## src/rtl/filter_bank_scheduler_if.sv

```systemverilog
// Bundles the sample, configuration and result signals of the filter bank scheduler.
// Latency: none; this is wiring only.
// Backpressure: none; the scheduler drops strobes that arrive while a frame is running.
interface filter_bank_scheduler_if #(
    parameter int NUM_CHANNELS = 4,
    parameter int SIGNAL_WIDTH = 16
);
    logic                                 audio_clk_en;
    logic [NUM_CHANNELS*SIGNAL_WIDTH-1:0] in_flat;
    logic                                 cfg_we;
    logic [3:0]                           cfg_chan;
    logic [15:0]                          cfg_coef;
    logic                                 cfg_hp;
    logic [NUM_CHANNELS*SIGNAL_WIDTH-1:0] out_flat;
    logic                                 out_valid;
    logic                                 busy;
    logic                                 overrun;

    modport master (
        output audio_clk_en, in_flat, cfg_we, cfg_chan, cfg_coef, cfg_hp,
        input  out_flat, out_valid, busy, overrun
    );

    modport slave (
        input  audio_clk_en, in_flat, cfg_we, cfg_chan, cfg_coef, cfg_hp,
        output out_flat, out_valid, busy, overrun
    );
endinterface

```

## src/rtl/filter_bank_scheduler.sv

```systemverilog
// Time-multiplexed single-pole RC filter engine: one shared multiplier serves all LP/HP channels.
// Latency: NUM_CHANNELS*(MUL_LATENCY+2)+2 cycles from accepted audio_clk_en to the out_valid pulse.
// Backpressure: none; audio_clk_en while busy is dropped and sets sticky overrun (FILTER_SCHED_OVERRUN_COUNT_EN adds overrun_count).
module filter_bank_scheduler #(
    parameter int NUM_CHANNELS = 4,
    parameter int SIGNAL_WIDTH = 16,
    parameter int MUL_LATENCY  = 2,
    parameter int CLOCK_RATE   = 1000000,
    parameter int SAMPLE_RATE  = 48000
) (
    input  logic clk,
    input  logic I_RSTn,
`ifdef FILTER_SCHED_OVERRUN_COUNT_EN
    output logic [7:0] overrun_count,
`endif
    filter_bank_scheduler_if.slave bus
);
    localparam int W         = SIGNAL_WIDTH;
    localparam int CW        = (NUM_CHANNELS > 1) ? $clog2(NUM_CHANNELS) : 1;
    localparam int FRAME_LAT = NUM_CHANNELS * (MUL_LATENCY + 2) + 2;
    localparam logic signed [W+2:0] SMAX = (W+3)'((1 << (W-1)) - 1);
    localparam logic signed [W+2:0] SMIN = ~SMAX;

    // A frame that cannot finish before the next sample strobe is a configuration error.
    if (FRAME_LAT >= CLOCK_RATE / SAMPLE_RATE) begin : g_lat_chk
        $fatal(1, "filter_bank_scheduler: frame latency exceeds the sample period");
    end
    if (NUM_CHANNELS < 1 || NUM_CHANNELS > 16 || MUL_LATENCY < 1 || MUL_LATENCY > 4) begin : g_par_chk
        $fatal(1, "filter_bank_scheduler: parameter out of range");
    end

    typedef enum logic [2:0] {IDLE, LOAD, MUL, ACC, DONE} state_t;

    state_t                state_q, state_d;
    logic [CW-1:0]         chan_q, chan_d;
    logic [1:0]            cnt_q, cnt_d;
    logic                  busy_q, busy_d;
    logic                  ovr_q, ovr_d;
    logic                  valid_q, valid_d;
    logic signed [W-1:0]   x_q [NUM_CHANNELS], x_d [NUM_CHANNELS];
    logic signed [W-1:0]   s_q [NUM_CHANNELS], s_d [NUM_CHANNELS];
    logic signed [W-1:0]   pend_q [NUM_CHANNELS], pend_d [NUM_CHANNELS];
    logic signed [W-1:0]   out_q [NUM_CHANNELS], out_d [NUM_CHANNELS];
    logic [15:0]           ksh_q [NUM_CHANNELS], ksh_d [NUM_CHANNELS];
    logic [15:0]           k_q [NUM_CHANNELS], k_d [NUM_CHANNELS];
    logic                  hsh_q [NUM_CHANNELS], hsh_d [NUM_CHANNELS];
    logic                  hp_q [NUM_CHANNELS], hp_d [NUM_CHANNELS];
    logic signed [W:0]     diff_q, diff_d;
    logic signed [16:0]    kop_q, kop_d;
    logic signed [W+1:0]   mul_q [MUL_LATENCY], mul_d [MUL_LATENCY];
    logic [7:0]            ovc_q, ovc_d;

    logic signed [W+17:0]  prod_full;
    logic                  unused_prod_lsb;
    logic signed [W+1:0]   prod_sh;
    logic signed [W+2:0]   acc_sum;
    logic signed [W-1:0]   s_new;
    logic signed [W:0]     hp_diff;
    logic signed [W-1:0]   ch_result;

    function automatic logic signed [W-1:0] sat(input logic signed [W+2:0] v);
        if (v > SMAX)      return SMAX[W-1:0];
        else if (v < SMIN) return SMIN[W-1:0];
        else               return v[W-1:0];
    endfunction

    // Shared multiplier: operands registered in LOAD, MUL_LATENCY stages carry the floor(product/65536) part.
    assign prod_full       = diff_q * kop_q;
    assign unused_prod_lsb = ^prod_full[15:0];
    assign prod_sh         = mul_q[MUL_LATENCY-1];

    // Per-channel update for the channel currently in ACC.
    always_comb begin
        acc_sum   = {{3{s_q[chan_q][W-1]}}, s_q[chan_q]} + {prod_sh[W+1], prod_sh};
        s_new     = sat(acc_sum);
        hp_diff   = {x_q[chan_q][W-1], x_q[chan_q]} - {s_new[W-1], s_new};
        ch_result = hp_q[chan_q] ? sat({{2{hp_diff[W]}}, hp_diff}) : s_new;
    end

    // Next-state logic: configuration shadow, frame sequencing and result publication.
    always_comb begin
        state_d = state_q;  chan_d = chan_q;  cnt_d = cnt_q;
        busy_d  = busy_q;   ovr_d  = ovr_q;   valid_d = 1'b0;
        x_d = x_q;  s_d = s_q;  pend_d = pend_q;  out_d = out_q;
        ksh_d = ksh_q;  k_d = k_q;  hsh_d = hsh_q;  hp_d = hp_q;
        diff_d = diff_q;  kop_d = kop_q;  ovc_d = ovc_q;
        mul_d[0] = prod_full[W+17:16];
        for (int i = 1; i < MUL_LATENCY; i++) mul_d[i] = mul_q[i-1];

        if (bus.cfg_we && ({1'b0, bus.cfg_chan} < 5'(NUM_CHANNELS))) begin
            ksh_d[bus.cfg_chan[CW-1:0]] = bus.cfg_coef;
            hsh_d[bus.cfg_chan[CW-1:0]] = bus.cfg_hp;
        end

        if (bus.audio_clk_en && busy_q) begin
            ovr_d = 1'b1;
            if (ovc_q != 8'hFF) ovc_d = ovc_q + 8'd1;
        end

        case (state_q)
            IDLE: begin
                if (bus.audio_clk_en) begin
                    for (int c = 0; c < NUM_CHANNELS; c++) x_d[c] = bus.in_flat[c*W +: W];
                    k_d     = ksh_d;
                    hp_d    = hsh_d;
                    chan_d  = '0;
                    busy_d  = 1'b1;
                    state_d = LOAD;
                end
            end
            LOAD: begin
                diff_d  = {x_q[chan_q][W-1], x_q[chan_q]} - {s_q[chan_q][W-1], s_q[chan_q]};
                kop_d   = {1'b0, k_q[chan_q]};
                cnt_d   = '0;
                state_d = MUL;
            end
            MUL: begin
                if (cnt_q == 2'(MUL_LATENCY - 1)) state_d = ACC;
                else                              cnt_d   = cnt_q + 2'd1;
            end
            ACC: begin
                s_d[chan_q]    = s_new;
                pend_d[chan_q] = ch_result;
                if (chan_q == CW'(NUM_CHANNELS - 1)) begin
                    state_d = DONE;
                end else begin
                    chan_d  = chan_q + 1'b1;
                    state_d = LOAD;
                end
            end
            DONE: begin
                out_d   = pend_q;
                valid_d = 1'b1;
                busy_d  = 1'b0;
                state_d = IDLE;
            end
            default: state_d = IDLE;
        endcase
    end

    // State registers; reset abandons any frame in flight without a valid pulse.
    always_ff @(posedge clk or negedge I_RSTn) begin
        if (!I_RSTn) begin
            state_q <= IDLE;  chan_q <= '0;  cnt_q <= '0;
            busy_q  <= 1'b0;  ovr_q  <= 1'b0;  valid_q <= 1'b0;
            diff_q  <= '0;    kop_q  <= '0;    ovc_q   <= '0;
            for (int c = 0; c < NUM_CHANNELS; c++) begin
                x_q[c] <= '0;  s_q[c] <= '0;  pend_q[c] <= '0;  out_q[c] <= '0;
                ksh_q[c] <= '0;  k_q[c] <= '0;  hsh_q[c] <= 1'b0;  hp_q[c] <= 1'b0;
            end
            for (int i = 0; i < MUL_LATENCY; i++) mul_q[i] <= '0;
        end else begin
            state_q <= state_d;  chan_q <= chan_d;  cnt_q <= cnt_d;
            busy_q  <= busy_d;   ovr_q  <= ovr_d;   valid_q <= valid_d;
            diff_q  <= diff_d;   kop_q  <= kop_d;   ovc_q   <= ovc_d;
            x_q <= x_d;  s_q <= s_d;  pend_q <= pend_d;  out_q <= out_d;
            ksh_q <= ksh_d;  k_q <= k_d;  hsh_q <= hsh_d;  hp_q <= hp_d;
            mul_q <= mul_d;
        end
    end

    for (genvar g = 0; g < NUM_CHANNELS; g++) begin : g_out
        assign bus.out_flat[g*W +: W] = out_q[g];
    end
    assign bus.out_valid = valid_q;
    assign bus.busy      = busy_q;
    assign bus.overrun   = ovr_q;
`ifdef FILTER_SCHED_OVERRUN_COUNT_EN
    assign overrun_count = ovc_q;
`endif
endmodule
```

## src/flat_wrapper.sv

```systemverilog
// flat-port wrapper written by rule: the top's interface ports become plain ports
module filter_bank_scheduler_flat 
#(
    parameter int NUM_CHANNELS = 4,
    parameter int SIGNAL_WIDTH = 16,
    parameter int MUL_LATENCY  = 2,
    parameter int CLOCK_RATE   = 1000000,
    parameter int SAMPLE_RATE  = 48000
)
  (clk, I_RSTn, bus_audio_clk_en, bus_in_flat, bus_cfg_we, bus_cfg_chan, bus_cfg_coef, bus_cfg_hp, bus_out_flat, bus_out_valid, bus_busy, bus_overrun);
  filter_bank_scheduler_if #(.NUM_CHANNELS(NUM_CHANNELS), .SIGNAL_WIDTH(SIGNAL_WIDTH)) bus_i ();
  input  logic clk;
  input  logic I_RSTn;
  input wire logic [$bits(bus_i.audio_clk_en)-1:0] bus_audio_clk_en;
  input wire logic [$bits(bus_i.in_flat)-1:0] bus_in_flat;
  input wire logic [$bits(bus_i.cfg_we)-1:0] bus_cfg_we;
  input wire logic [$bits(bus_i.cfg_chan)-1:0] bus_cfg_chan;
  input wire logic [$bits(bus_i.cfg_coef)-1:0] bus_cfg_coef;
  input wire logic [$bits(bus_i.cfg_hp)-1:0] bus_cfg_hp;
  output wire logic [$bits(bus_i.out_flat)-1:0] bus_out_flat;
  output wire logic [$bits(bus_i.out_valid)-1:0] bus_out_valid;
  output wire logic [$bits(bus_i.busy)-1:0] bus_busy;
  output wire logic [$bits(bus_i.overrun)-1:0] bus_overrun;
  assign bus_i.audio_clk_en = bus_audio_clk_en;
  assign bus_i.in_flat = bus_in_flat;
  assign bus_i.cfg_we = bus_cfg_we;
  assign bus_i.cfg_chan = bus_cfg_chan;
  assign bus_i.cfg_coef = bus_cfg_coef;
  assign bus_i.cfg_hp = bus_cfg_hp;
  assign bus_out_flat = bus_i.out_flat;
  assign bus_out_valid = bus_i.out_valid;
  assign bus_busy = bus_i.busy;
  assign bus_overrun = bus_i.overrun;
  filter_bank_scheduler #(.NUM_CHANNELS(NUM_CHANNELS), .SIGNAL_WIDTH(SIGNAL_WIDTH), .MUL_LATENCY(MUL_LATENCY), .CLOCK_RATE(CLOCK_RATE), .SAMPLE_RATE(SAMPLE_RATE)) u_core (.clk(clk), .I_RSTn(I_RSTn), .bus(bus_i));
endmodule
```

## config.mk

```make
export PLATFORM = sky130hd
export DESIGN_NAME = filter_bank_scheduler_flat
export DESIGN_NICKNAME = d
export VERILOG_FILES = /design/src/rtl/filter_bank_scheduler_if.sv /design/src/rtl/filter_bank_scheduler.sv /design/src/flat_wrapper.sv
export SDC_FILE = /design/constraint.sdc
export NUM_CORES = 2
export LEC_CHECK = 0
export BUFFER_PORTS_ARGS = -buffer_cell sky130_fd_sc_hd__buf_2
export CAP_MARGIN = 20
export CORE_AREA = 2 2 300 302
export DETAILED_ROUTE_END_ITERATION = 10
export DIE_AREA = 0 0 302 304
export GPL_ROUTABILITY_DRIVEN = 1
export PLACE_DENSITY = 0.49
export REMOVE_ABC_BUFFERS = 1
export SYNTH_ARGS = -nofsm -noshare
export SYNTH_HDL_FRONTEND = slang
export SYNTH_SLANG_ARGS = --single-unit
```

## constraint.sdc

```tcl
create_clock -name clk -period 8.4 [get_ports clk]
set_input_delay 0.84 -clock clk [delete_from_list [all_inputs] [get_ports clk]]
set_output_delay 0.84 -clock clk [all_outputs]
set_load 0.05 [all_outputs]
```

==> results_dict.tcl <==
set metrics [dict create \
    path_common_cell "o21ai_0" \
    cts_hold_buf 0 \
    die_w_um 302 \
    cts_tree "yes" \
    max_freq_mhz 131 \
    drtIter0Drc 1173 \
    drc 0 \
    synth_area_leaders "dfrtp_1 (38%), fa_1 (18%), mux2_2 (9.7%)" \
    wl_per_cell_um 19.1 \
    wl_um 78500 \
    start_util_pct 34.6 \
    synth_cells 2747 \
    crit_type "flip-flop to flip-flop" \
    die_h_um 304 \
    cp.arrival_ns 8.04 \
    core_mm2 0.0890 \
    postCtsSetupRepairBufs 0 \
    cts_resized 0 \
    worst-path-max-fanout 33 \
    crit_path_max_incr_delay_ns 0.65 \
    worstMarginPinSlew_ns 1.11 \
    fin_crit_ns 7.62 \
    async_reset_ff_share_pct 100 \
    ys_seq_area_share_pct 38.2 \
    clock-skew-final_ns 0.0417 \
    yosys_warnings 0 \
    finalHoldViolations 0 \
    htreeDepth 2 \
    nets 3392 \
    startpoint_type "flip-flop" \
    syn_to_final_growth_pct 13.0 \
    numCtsBuffers 53 \
    insertion_delay_ns 0.61 \
    vias 20333 \
    clock_sinks 471 \
    cp.required_ns 8.82 \
    syn_avg_cell_area_um2 11.2 \
    grt_max_degree 186 \
    maxCapViolations 0 \
    outcome "completed" \
    num_io_pins 156 \
    synth_cell_types 69 \
    slew_viol_final 0 \
    synth_area_leader_cell "dfrtp_1" \
    dp_hpwl_um 59300 \
    ant_nets 0 \
    endpoint_kind "flip-flop" \
    drive_gt1_share_pct 21.2 \
    port_buffers 155 \
    dp.cells 4004 \
    num_rows 110 \
    grt_pass1_vias 22462 \
    gp_congestion 0.861 \
    hold_path_class "input pin to asynchronous set/reset pin" \
    setup_viol 0 \
    die_area_mm2 0.0918 \
    grt_pass1_wl_um 126000 \
    stdcell_count 4101 \
    synth_flop_cell "dfrtp_1" \
    avgViaCountPerCell 4.96 \
    rsz0062_at_grt "false" \
    hold_ws_ns 0.242 \
    synth_area_mm2 0.0308 \
    clockBufferDepth 3 \
    slew_headroom_pct 26.0 \
    clk_pin_slew_ns 0.06 \
    track_usage_pct 17.5 \
    synth_edf_count 0 \
    root_buffer "clkbuf_16" \
    dr.pass1.iters 5 \
    yosysTopAreaCellShare_pct 38.2 \
    antenna_found_initial 1 \
    overflow 0 \
    cp_slowest_cell "buf_4" \
    ys_ff_latch 471 \
    finalCritPeriodShare_pct 90.8 \
]
[sequential cells by signal, indices dropped and copies added (netlist names), 3 cells and up]
name / flops
u_core.bus.out_flat: 64
u_core.diff_q: 17
u_core.hp_q: 4
u_core.hsh_q: 4
u_core.k_q: 64
u_core.kop_q: 16
u_core.ksh_q: 64
u_core.mul_d: 18
u_core.pend_q: 64
u_core.prod_sh: 18
u_core.s_q: 64
u_core.state_q: 3
u_core.x_q: 64
[layout by cell type, fill, tap and decap left out, types with 6 or more instances in the layout]
cell type	n
fa_1	280
o21a_1	13
nand2b_1	9
clkbuf_16	55
and2_1	118
mux4_2	48
o21bai_1	8
nand3_1	12
o21ai_0	130
a22o_1	10
ha_1	140
xnor2_1	28
buf_4	44
dfrtp_1	469
and3_1	6
nand2_1	376
or3_1	7
clkbuf_1	16
mux2_2	265
a21oi_1	64
a21o_1	21
clkbuf_8	14
buf_2	154
o211ai_1	13
mux2i_1	15
nor2b_1	17
inv_1	351
or2_1	9
nor3_1	20
o21ai_1	44
xor2_1	31
o31ai_1	10
a211oi_1	9
a31oi_1	8
nor2_1	35
[metal layers]
metal / track usage (%) / part of all wire (%) / up-vias
li1: - / - / 9295
met1: 23.6 / 44 / 10516
met2: 29.0 / 48 / 428
met3: 3.52 / 5.3 / 92
met4: 4.13 / 2.1 / 2
met5: 0 / 0.020 / -
[final cells by class]
cell class	count	area (um^2)
Antenna cell	1	2.50
Fill cell	8685	54200
Sequential cell	471	11800
Clock inverter	11	186
Multi-Input combinational cell	1804	17300
Tap cell	1176	1470
Inverter	353	1330
Clock buffer	85	1630
Timing Repair Buffer	200	1140
[cell usage after synthesis, drive strengths merged (10+ instances only)]
cell type  instances
dfrtp            471
nand2            380
inv              352
fa               280
mux2             265
o21ai            174
ha               140
and2             118
clkbuf           107
a21oi             64
mux4              48
nor2              35
xor2              31
xnor2             29
a21o              21
nor3              21
nor2b             17
mux2i             15
nand3             15
o211ai            13
o21a              13
buf               12
o31ai             12
a22o              10
or2               10
[cell families after synthesis]
logic type | count (synthesis) | share of synthesized area [%]
AND/OR/NAND/NOR | 631 | 9.41
buffers and inverters | 472 | 5.78
flip-flops | 471 | 38.2
adder cells (fa/ha/maj) | 420 | 23.9
AO/OA/AOI/OAI | 365 | 7.29
multiplexers | 328 | 13.7
XOR/XNOR | 60 | 1.73
[metrics by stage]
step | instance area [um^2] | TNS, ns | setup slack [ns] | utilization (%)
5_1_grt | 34800 | 0 | 0.129 | 39.1
3_5_place_dp | 33000 | 0 | 0.802 | 37.1
6_report | 34800 | 0 | 0.776 | 39.1
4_1_cts | 34800 | 0 | 0.746 | 39.1
3_3_place_gp | 33000 | 0 | 0.992 | 37.1
2_1_floorplan | 30400 | -1008.48 | -7.42 | -
[worst paths after layout]
path | depth (start not counted) | slack, ns | end | startpoint
min in group clk | 0 | 0.35 | u_core.prod_sh[4]$_DFF_PN0_ | u_core.mul_d[4]$_DFF_PN0_
setup reg to reg | 25 | 0.78 | u_core.pend_q[38]$_DFFE_PN0P_ | u_core.chan_q[0]$_DFFE_PN0P_
hold reg to reg | 0 | 0.35 | u_core.prod_sh[4]$_DFF_PN0_ | u_core.mul_d[4]$_DFF_PN0_
setup / recovery | 25 | 0.78 | u_core.pend_q[38]$_DFFE_PN0P_ | u_core.chan_q[0]$_DFFE_PN0P_
hold / removal | 1 | 0.24 | u_core.x_q[57]$_DFFE_PN0P_ | I_RSTn
max in group asynchronous | 2 | 6.61 | u_core.kop_q[2]$_DFFE_PN0P_ | I_RSTn
[critical path, delay by kind of cell, from the launching register on]
kind | cells | cell delay [ns]
AOI/OAI and AO/OA | 10 | 2.61
and+or+nand+nor | 8 | 1.58
adders and majority gates | 3 | 1.03
buffers and inverters | 3 | 0.96
muxes | 1 | 0.62
DFF | 1 | 0.60
Power is not shown: default switching activity piles up to over one toggle a cycle in this logic, so the estimate is an artifact.
